## config.mk

```make
export PLATFORM = sky130hd
export DESIGN_NAME = octal_tick_counter
export DESIGN_NICKNAME = d
export VERILOG_FILES = /design/src/rtl/octal_tick_counter.sv
export SDC_FILE = /design/constraint.sdc
export NUM_CORES = 1
export LEC_CHECK = 0
export ABC_CLOCK_PERIOD_IN_PS = 2200
export BUFFER_PORTS_ARGS = -buffer_cell sky130_fd_sc_hd__buf_4
export CAP_MARGIN = 25
export CORE_ASPECT_RATIO = 0.9
export CORE_MARGIN = 2
export CORE_UTILIZATION = 40
export DETAILED_ROUTE_END_ITERATION = 10
export GPL_TIMING_DRIVEN = 0
export HOLD_SLACK_MARGIN = 0.02
export MAX_ROUTING_LAYER = met4
export PLACE_DENSITY = 0.64
export SLEW_MARGIN = 20
export SYNTH_ARGS = -nofsm -noshare
export SYNTH_HDL_FRONTEND = slang
export SYNTH_SLANG_ARGS = --single-unit
```

## constraint.sdc

```tcl
create_clock -name clk -period 2.2 [get_ports clk]
set_clock_uncertainty 0.05 [all_clocks]
set_input_delay 0.66 -clock clk [delete_from_list [all_inputs] [get_ports clk]]
set_output_delay 0.66 -clock clk [all_outputs]
set_load 0.03 [all_outputs]
```

## src/rtl/octal_tick_counter.sv

```systemverilog
// Prescaled 3-bit up/down counter with run/stop FSM, clear, load and wrap flag.
// Feeds the 7-segment decoder stage with one step per DIV enabled cycles.
module octal_tick_counter #(
    parameter int DIV = 50_000_000
) (
    input  logic       clk,
    input  logic       rst,
    input  logic       start,
    input  logic       stop,
    input  logic       clr,
    input  logic       load,
    input  logic [2:0] load_val,
    input  logic       up_dn,
    output logic [2:0] bcd,
    output logic       tick,
    output logic       wrap,
    output logic       running
);

    localparam int W = (DIV <= 1) ? 1 : $clog2(DIV);
    localparam logic [W-1:0] LAST = W'(DIV - 1);

    typedef enum logic {
        ST_STOP = 1'b0,
        ST_RUN  = 1'b1
    } state_t;

    state_t state_q;
    state_t state_d;

    logic [W-1:0] div_cnt;
    logic         en;
    logic         step;
    logic         wrap_hit;

    always_ff @(posedge clk) begin
        if (rst) begin
            state_q <= ST_STOP;
        end else begin
            state_q <= state_d;
        end
    end

    // stop dominates start in both states
    always_comb begin
        state_d = state_q;
        unique case (state_q)
            ST_STOP: if (start && !stop) state_d = ST_RUN;
            ST_RUN:  if (stop)           state_d = ST_STOP;
            default:                     state_d = ST_STOP;
        endcase
    end

    assign running  = (state_q == ST_RUN);
    assign en       = running && !stop;
    assign step     = en && (div_cnt == LAST);
    assign wrap_hit = up_dn ? (bcd == 3'd7) : (bcd == 3'd0);

    always_ff @(posedge clk) begin
        if (rst || clr) begin
            bcd     <= 3'd0;
            div_cnt <= '0;
            tick    <= 1'b0;
            wrap    <= 1'b0;
        end else if (load) begin
            bcd     <= load_val;
            div_cnt <= '0;
            tick    <= 1'b0;
            wrap    <= 1'b0;
        end else begin
            tick <= step;
            wrap <= step && wrap_hit;
            if (en) begin
                div_cnt <= step ? '0 : div_cnt + W'(1);
            end
            if (step) begin
                bcd <= up_dn ? bcd + 3'd1 : bcd - 3'd1;
            end
        end
    end

endmodule

```

After elaboration in Yosys (flattened, before gate mapping)
Index checks and enable logic that the tools add are counted.
{"block": "word_totals", "word_cells": 28, "output_inout_bits": 6, "register_bits": 32, "input_bits": 10}
{"block": "classes", "eq_ne": 2, "muxes": 8, "reduce_logical": 9, "bitwise_logic": 1, "addsub": 3}
{"operator": "$add 26x1->26 const B", "n": 1}
{"operator": "$eq 26x26->1 const B", "n": 1}
{"operator": "$mux 26", "n": 1}
{"operator": "$mux 3", "n": 3}
{"operator": "$logic_and 1x1->1", "n": 4}
{"operator": "$add 3x1->3 const B", "n": 1}
{"operator": "$eq 3x3->1 const B", "n": 1}
{"operator": "$logic_not 3->1", "n": 1}
{"operator": "$mux 1", "n": 3}
{"operator": "$sub 3x1->3 const B", "n": 1}
{"operator": "$pmux 1 s2", "n": 1}
{"operator": "$reduce_bool 2->1", "n": 1}
{"operator": "$reduce_or 2->1", "n": 1}
{"operator": "$logic_not 1->1", "n": 1}
{"operator": "$logic_or 1x1->1", "n": 1}
{"operator": "$not 1->1", "n": 1}

Logic depth before layout (Yosys ltp)
Gate-level depths: netlist of run 1.
{"block": "logic_depth", "word_depth": 5, "mapped_depth": 7, "ltp_nobuf": 6}

Least setup slack after synthesis of run 1
No wires, ideal clock.
{"block": "synth_path", "kind": "input -> register", "from": "in stop", "to": "reg div_cnt[14]", "setup_time_ps": 70, "slack_ps": 331, "path_buffers": 2, "required_ps": 2080, "arrival_ps": 1749, "cell_stages": 6, "cell_sequence": "and3b_1 > buf_2 > nand4_2 > buf_2 > or3_1 > a21oi_1"}
{"block": "synth_between", "elab_chain_cells": 4}
{"element": "from (decl)", "line_no": "9", "text": "input logic stop,"}
{"element": "$logic_not 1->1 *", "line_no": "55", "text": "assign en = running && !stop;"}
{"element": "$logic_and 1x1->1 *", "line_no": "55"}
{"element": "$logic_and 1x1->1", "line_no": "56", "text": "assign step = en && (div_cnt == LAST);"}
{"element": "$mux 26", "line_no": "74", "text": "div_cnt <= step ? '0 : div_cnt + W'(1);"}
{"element": "to (signal assigned)", "line_no": "74"}
{"element": "to (decl)", "line_no": "31", "text": "logic [W-1:0] div_cnt;"}
Every way passes the cells marked *; elsewhere a longest branch is shown, timed or not.
A chain may end at the register's enable or synchronous reset.

Worst setup path in the final report of run 1
{"block": "layout_path", "from": "in stop", "to": "reg div_cnt[7]"}
The elaborated chain is that of the path after synthesis.

==> metrics.yaml, run 1 <==
power:
  p_leak_nw: 0.667
  swShare_pct: 22.7
  p_sw_w: 0.000252
  p_int_w: 0.000861
  power.density_nw_per_um2: 573
  comb_power_share_pct: 4.6
  max-vdd-ir-drop_mv: 0.205
  power.total_w: 0.00111
  seq_power_share_pct: 52.7
  p_clk_share_pct: 42.6
layout:
  seq_area_um2: 641
  n_fill_cell: 379
  multi_input_area_um2: 981
  layout_common_cells: "dfxtp_1, buf_4, a21oi_1"
  drive_above_1_share_pct: 17.5
  diodes: 0
  area_growth_pct: 15.6
  nets: 228
  final_common_cell: "dfxtp_1"
  final_util_pct: 48.0
worst_setup_path:
  r2r_start: "div_cnt[0]"
  reg2reg_to: "div_cnt[7]"
  critPathLaunchType: "input pin"
  slowest_delay_ns: 0.27
  required_ns: 2.32
  reg2reg_depth: 7
  ff2ff_setup_slack_ns: 0.30
  path_cells: "buf_4 -> and3b_1 -> buf_2 -> nand4_1 -> o21ai_1 -> buf_2 -> nor2_1"
  cpMostUsedCell: "buf_2"
  cpMaxStageDelayCell: "buf_2"
  worst-setup-path-type: "in2reg"
  cp-end-kind: "flop"
  arrival_ns: 2.04
  crit_fanout: 10
floorplanning:
  die_x_um: 72.3
  dieHeight_um: 65.5
  fp.dieArea_um2: 4740
  rows: 22
  start_util_pct: 41.5
  fp.coreArea_um2: 4050
  pin_count: 16
drt:
  antenna_left: 0
  dr.pass1.iters: 4
  drt_first_iter_violations: 74
  vias_per_cell: 5.74
  finalWirelength_um: 3720
  routedWlPerCell_um: 14.0
  drc: 0
  num_vias: 1521
yosys:
  ys_ff_latch: 32
  synth-seq-area-share_pct: 38.1
  yosysWarningCount: 0
  synthCells: 194
  synthDistinctLibCells: 45
  synth_nets: 206
  syn_avg_cell_area_um2: 8.66
  syn_area_um2: 1680
clock_tree:
  numClockSinks: 32
  cts_max_path_buffers: 2
  cts_inserted_buffers: 5
  clk_pin_slew_ns: 0.07
  hold_buffers: 0
  htreeDepth: 2
  root_buffer: "clkbuf_8"
  cts_tree: "done"
  cts_resized: 0
  clk-insertion-delay-late_ns: 0.28
  cts_setup_buffers: 0
min_path:
  holdCritStartpoint: "div_cnt[1]"
  min_path_type: "reg2reg"
  holdPathEnd: "div_cnt[1]"
  whs_path_depth: 2
timing:
  fin_tns_setup_ns: 0
  fin_crit_sh_pct: 87.5
  finalHoldViolations: 0
  slew_viol_final: 0
  rsz0062_at_grt: "no"
  fmaxAchievable_mhz: 520
  max_slew_margin_pct: 71.3
  tightest_slew_ns: 0.430
  layout_setup_ws_ns: 0.275
  setup_viol_count_final: 0
  hold_slack_ns: 0.425
  fin_crit_ns: 1.92
grt:
  grt_pass1_wl_um: 6200
  antenna_found_initial: 0
  grt_pass1_vias: 1333
  grt_max_degree: 11
  grt_overflow: 0
  grt_usage_pct: 17.5
placement:
  portBuffers: 15
  dp_hpwl_um: 2620
  pre_cts_ws_ns: -0.0772
  gp_congestion: 0.779
run:
  drv_cap: 0
outcome:
  status: "completed"
stage by stage:
stage                     instances  cell area [um2]
after floorplan                 194             1680
after global placement          257             1850
after detailed placement        257             1850
after CTS                       265             1940
after global routing            265             1940
final                           265             1940
sequential cells by signal, summed over array words and instances, names as in the netlist:
| name | cells |
|---|---|
| wrap | 1 |
| running | 1 |
| bcd | 3 |
| tick | 1 |
| div_cnt | 26 |
cells in the mapped netlist (all sizes together):
cell    instances  area share, %
and3b           2            1.0
nor4bb          1           0.60
o41ai           1           0.52
xnor2           2            1.0
nor3            4            1.2
o21bai          1           0.45
nor3b           1           0.45
a221oi          1           0.52
or3             9            3.4
and4b           3            1.8
nand2          12            2.8
and2            2           0.89
nor2           14            3.1
nand4          12            5.7
xor2            8            4.2
o211ai          2           0.89
a211oi          2           0.89
a31oi           2           0.74
nor4            2           0.74
and4            8            4.5
o31ai           6            2.7
and3            3            1.1
fa              1            1.2
nand2b          1           0.37
or4b            1           0.60
dfxtp          32             38
and4bb          1           0.74
ha              1           0.74
inv             6            1.3
a21oi          16            5.0
or4             7            3.4
nor4b           1           0.52
o21ai          12            3.6
nand3           9            2.7
or2             1           0.37
clkbuf          2           0.52
buf             5            1.6
cells by family after synthesis:
logic type | share of synthesized area, %
AO/OA/AOI/OAI | 15.3
buffers and inverters | 3.50
XOR/XNOR | 5.21
flip-flops | 38.1
adder cells (fa/ha/maj) | 1.94
AND/OR/NAND/NOR | 36.0
how the worst max path moves through the flow:
stage	startpoint	endpoint	cells past startpoint
after floorplan	stop	div_cnt[14]	6
after global placement	stop	div_cnt[3]	7
after detailed placement	stop	div_cnt[7]	7
after CTS	stop	div_cnt[7]	7
after global routing	div_cnt[0]	div_cnt[7]	7
final	stop	div_cnt[7]	7
critical path: cells and delay by family:
kind,cells,cell delay (ns)
AO/OA/AOI/OAI,1,0.24
buffers and inverters,3,0.62
AND/OR/NAND/NOR,3,0.53
power groups by stage:
stage	Combinational (W)	Sequential (W)	Clock [W]
5_1_grt	0.0000575	0.000588	0.000502
3_5_place_dp	0.0000517	0.000600	0
4_1_cts	0.0000519	0.000587	0.000478
3_3_place_gp	0.0000515	0.000600	0
2_1_floorplan	0.0000196	0.000605	0
6_report	0.0000518	0.000587	0.000474
cell type report:
cell class                 instances  share of cell area [%]
buffer                             7                    1.87
clock buffer                       8                    4.64
inverter                           6                    1.16
multi-input combinational        149                    50.5
sequential                        32                    33.0
tap                               48                    3.09
timing repair buffer              15                    5.80
routing by layer:
metal  vias to the layer above  part of all wire, %  global-route usage, %
li1                        783                    -                      -
met1                       702                   52                   23.1
met2                        31                   42                   25.6
met3                         5                  5.0                   5.37
met4                         0                  1.6                   5.66
met5                         -                    0                      -
(Power assumes the default switching activity.)
==> run 2, diff against run 1 <==
--- a/config.mk
+++ b/config.mk
@@ -5,6 +5,7 @@
 export SDC_FILE = /design/constraint.sdc
 export NUM_CORES = 1
 export LEC_CHECK = 0
+export ABC_AREA = 1
 export ABC_CLOCK_PERIOD_IN_PS = 2200
 export BUFFER_PORTS_ARGS = -buffer_cell sky130_fd_sc_hd__buf_4
 export CAP_MARGIN = 25
@@ -15,7 +16,7 @@
 export GPL_TIMING_DRIVEN = 0
 export HOLD_SLACK_MARGIN = 0.02
 export MAX_ROUTING_LAYER = met4
-export PLACE_DENSITY = 0.64
+export PLACE_DENSITY = 0.63
 export SLEW_MARGIN = 20
 export SYNTH_ARGS = -nofsm -noshare
 export SYNTH_HDL_FRONTEND = slang
==> metrics.yaml, run 2 <==
clock_tree:
  cts_inserted_buffers: 5  # unchanged
  clk-insertion-delay-late_ns: 0.28  # about the same
  numClockSinks: 32  # unchanged
  cts_resized: 0  # unchanged
  root_buffer: "clkbuf_8"
  cts_tree: "done"
  cts_max_path_buffers: 2  # unchanged
  hold_buffers: 0  # unchanged
  clk_pin_slew_ns: 0.06  # about the same
  htreeDepth: 2  # unchanged
  cts_setup_buffers: 0  # unchanged
timing:
  slew_viol_final: 0  # unchanged
  fin_crit_sh_pct: 77.5  # -10 points
  fin_crit_ns: 1.70  # -0.221 ns
  finalHoldViolations: 0  # unchanged
  fmaxAchievable_mhz: 587  # +13%
  max_slew_margin_pct: 74.2  # +2.8 points
  rsz0062_at_grt: "no"
  tightest_slew_ns: 0.385  # -0.0452 ns
  fin_tns_setup_ns: 0  # unchanged
  setup_viol_count_final: 0  # unchanged
layout:
  area_growth_pct: 15.6  # about the same
  n_fill_cell: 491  # +30%
  drive_above_1_share_pct: 11.3  # -6.2 points
  final_common_cell: "nand2_1"
  nets: 339  # +49%
  reg_top3: "div_cnt x26, bcd x3"
  final_util_pct: 47.9  # -0.11 points
  top_register: "div_cnt"
  final_cell_area_um2: 2120  # +9.3%
  fin_cells: 389  # +47%
  layout_common_cells: "nand2_1, nor2_1, inv_1"
  diodes: 0  # unchanged
  largest_reg_flops: 26  # unchanged
placement:
  placed_cell_area_um2: 2030  # +9.4%
  dp_cells: 382  # +49%
  portBuffers: 15  # unchanged
  gp_congestion: 0.915  # +18%
  dp_hpwl_um: 3130  # +19%
worst_setup_path:
  crit_fanout: 7  # -3
  critPathLaunchType: "input pin"
  cp-end-kind: "flop"
  worst-setup-path-type: "in2reg"
  arrival_ns: 1.84  # -0.20 ns
  ff2ff_setup_slack_ns: 0.52  # +0.22 ns
  required_ns: 2.33  # about the same
yosys:
  synthCells: 305  # +57%
  syn_avg_cell_area_um2: 6.02  # -30%
  yosys.cell_count.top_type: "nand2_1"
  synth_common_cells: "nand2_1, nor2_1, inv_1"
  synth_top_area_share_pct: 34.9  # -3.2 points
  synth_area_leaders: "dfxtp_1, nand2_1, nor2_1"
  synth_enable_flop_cells: 0  # unchanged
  syn_area_um2: 1840  # +9.3%
  synth_nets: 317  # +54%
  yosysWarningCount: 0  # unchanged
  synthDistinctLibCells: 25  # -44%
  synth_top_area_cell: "dfxtp_1"
  synthArstFlopShare_pct: 0  # unchanged
  synth_ff_type: "dfxtp_1"
  ys_ff_latch: 32  # unchanged
  synth-seq-area-share_pct: 34.9  # -3.2 points
grt:
  grt_overflow: 0  # unchanged
  top_usage_layer: "met2"
  grtUsageMet2_pct: 28.6  # +3.0 points
  grt_max_degree: 11  # unchanged
  grt_pass1_vias: 1573  # +18%
  gr-usage-met1_pct: 24.9  # +1.9 points
  antenna_found_initial: 0  # unchanged
  grt_use_met3_pct: 4.42  # -0.95 points
  grt_pass1_wl_um: 7020  # +13%
  grt_usage_pct: 18.9  # +1.4 points
floorplanning:
  rows: 23  # +4.5%
  fp.coreArea_um2: 4430  # +9.5%
  fp.dieArea_um2: 5150  # +8.8%
  start_util_pct: 41.4  # -0.082 points
  die_x_um: 75.4  # +4.3%
  pin_count: 16  # unchanged
  dieHeight_um: 68.3  # +4.3%
drt:
  routedWlPerCell_um: 10.6  # -24%
  num_vias: 1790  # +18%
  vias_per_cell: 4.60  # -20%
  antenna_left: 0  # unchanged
  drc: 0  # unchanged
  dr.pass1.iters: 4  # unchanged
  finalWirelength_um: 4140  # +11%
  drt_first_iter_violations: 126  # +70%
power:
  p_leak_nw: 0.877  # +31%
  max-vdd-ir-drop_mv: 0.252  # +23%
  power.density_nw_per_um2: 540  # -5.7%
outcome:
  status: "completed"
run:
  drv_cap: 0  # unchanged
min_path:
  min_path_type: "reg2reg"
-- run 2: changes by cell type in the layout (fill, tap and decap cells not counted), moves of 9 or more --
cell,change
a21oi_1,-11
inv_1,+33
nand2_1,+84
nand3_1,+10
nor2_1,+56
or3_1,-9
-- run 2: where the power goes --
part           switching [W]   total, W  internal [W]
logic              0.0000376  0.0000653     0.0000277
registers         0.00000398   0.000587      0.000583
clock network       0.000216   0.000494      0.000278
-- run 2: worst paths after layout --
kind	startpoint	endpoint	cells past startpoint
hold reg to reg	bcd[2]	bcd[2]	2
hold / removal	bcd[2]	bcd[2]	2
setup reg to reg	div_cnt[1]	div_cnt[20]	10
setup / recovery	stop	div_cnt[25]	9
-- run 2: final cells by class --
type                       count  area (um2)  share of cell area, %
timing repair buffer          15         113                   5.30
multi-input combinational    230        1030                   48.3
tap                           62        77.6                   3.65
clock buffer                   7        96.3                   4.54
sequential                    32         641                   30.2
buffer                         2        16.3                  0.766
inverter                      41         154                   7.25
-- run 2: per-stage QoR --
stage               setup slack [ns]  hold slack, ns  total power, W
floorplan                      0.571           0.426        0.000638
global placement               0.202           0.440        0.000665
detailed placement             0.188           0.444        0.000665
CTS                            0.486           0.454         0.00116
global route                   0.276           0.500         0.00119
finish                         0.496           0.454         0.00115
-- run 2: kinds of logic (layout without fill, tap and decap cells) --
group | count (synthesis) | count (layout) | share of synthesized area [%]
DFF | 32 | 32 | 34.9
adders and majority gates | 2 | 2 | 1.77
buffers and inverters | 43 | 65 | 9.26
and+or+nand+nor | 208 | 208 | 47.1
xor gates and xnor gates | 3 | 3 | 1.43
AOI/OAI and AO/OA | 17 | 17 | 5.59
-- run 2: layer usage --
metal	wire length [um]	share of wire, %
met1	2150	52
met2	1800	43
met3	136	3.3
met4	60	1.4
met5	0	0
-- run 2: critical path, cell delays in order --
cell and delay [ns]:
buf_4 0.13, inv_1 0.05, nand2_1 0.14, nor2_1 0.23
nand2_1 0.15, nor2_1 0.20, nand2_1 0.12, nor2_1 0.11
nor2_1 0.05
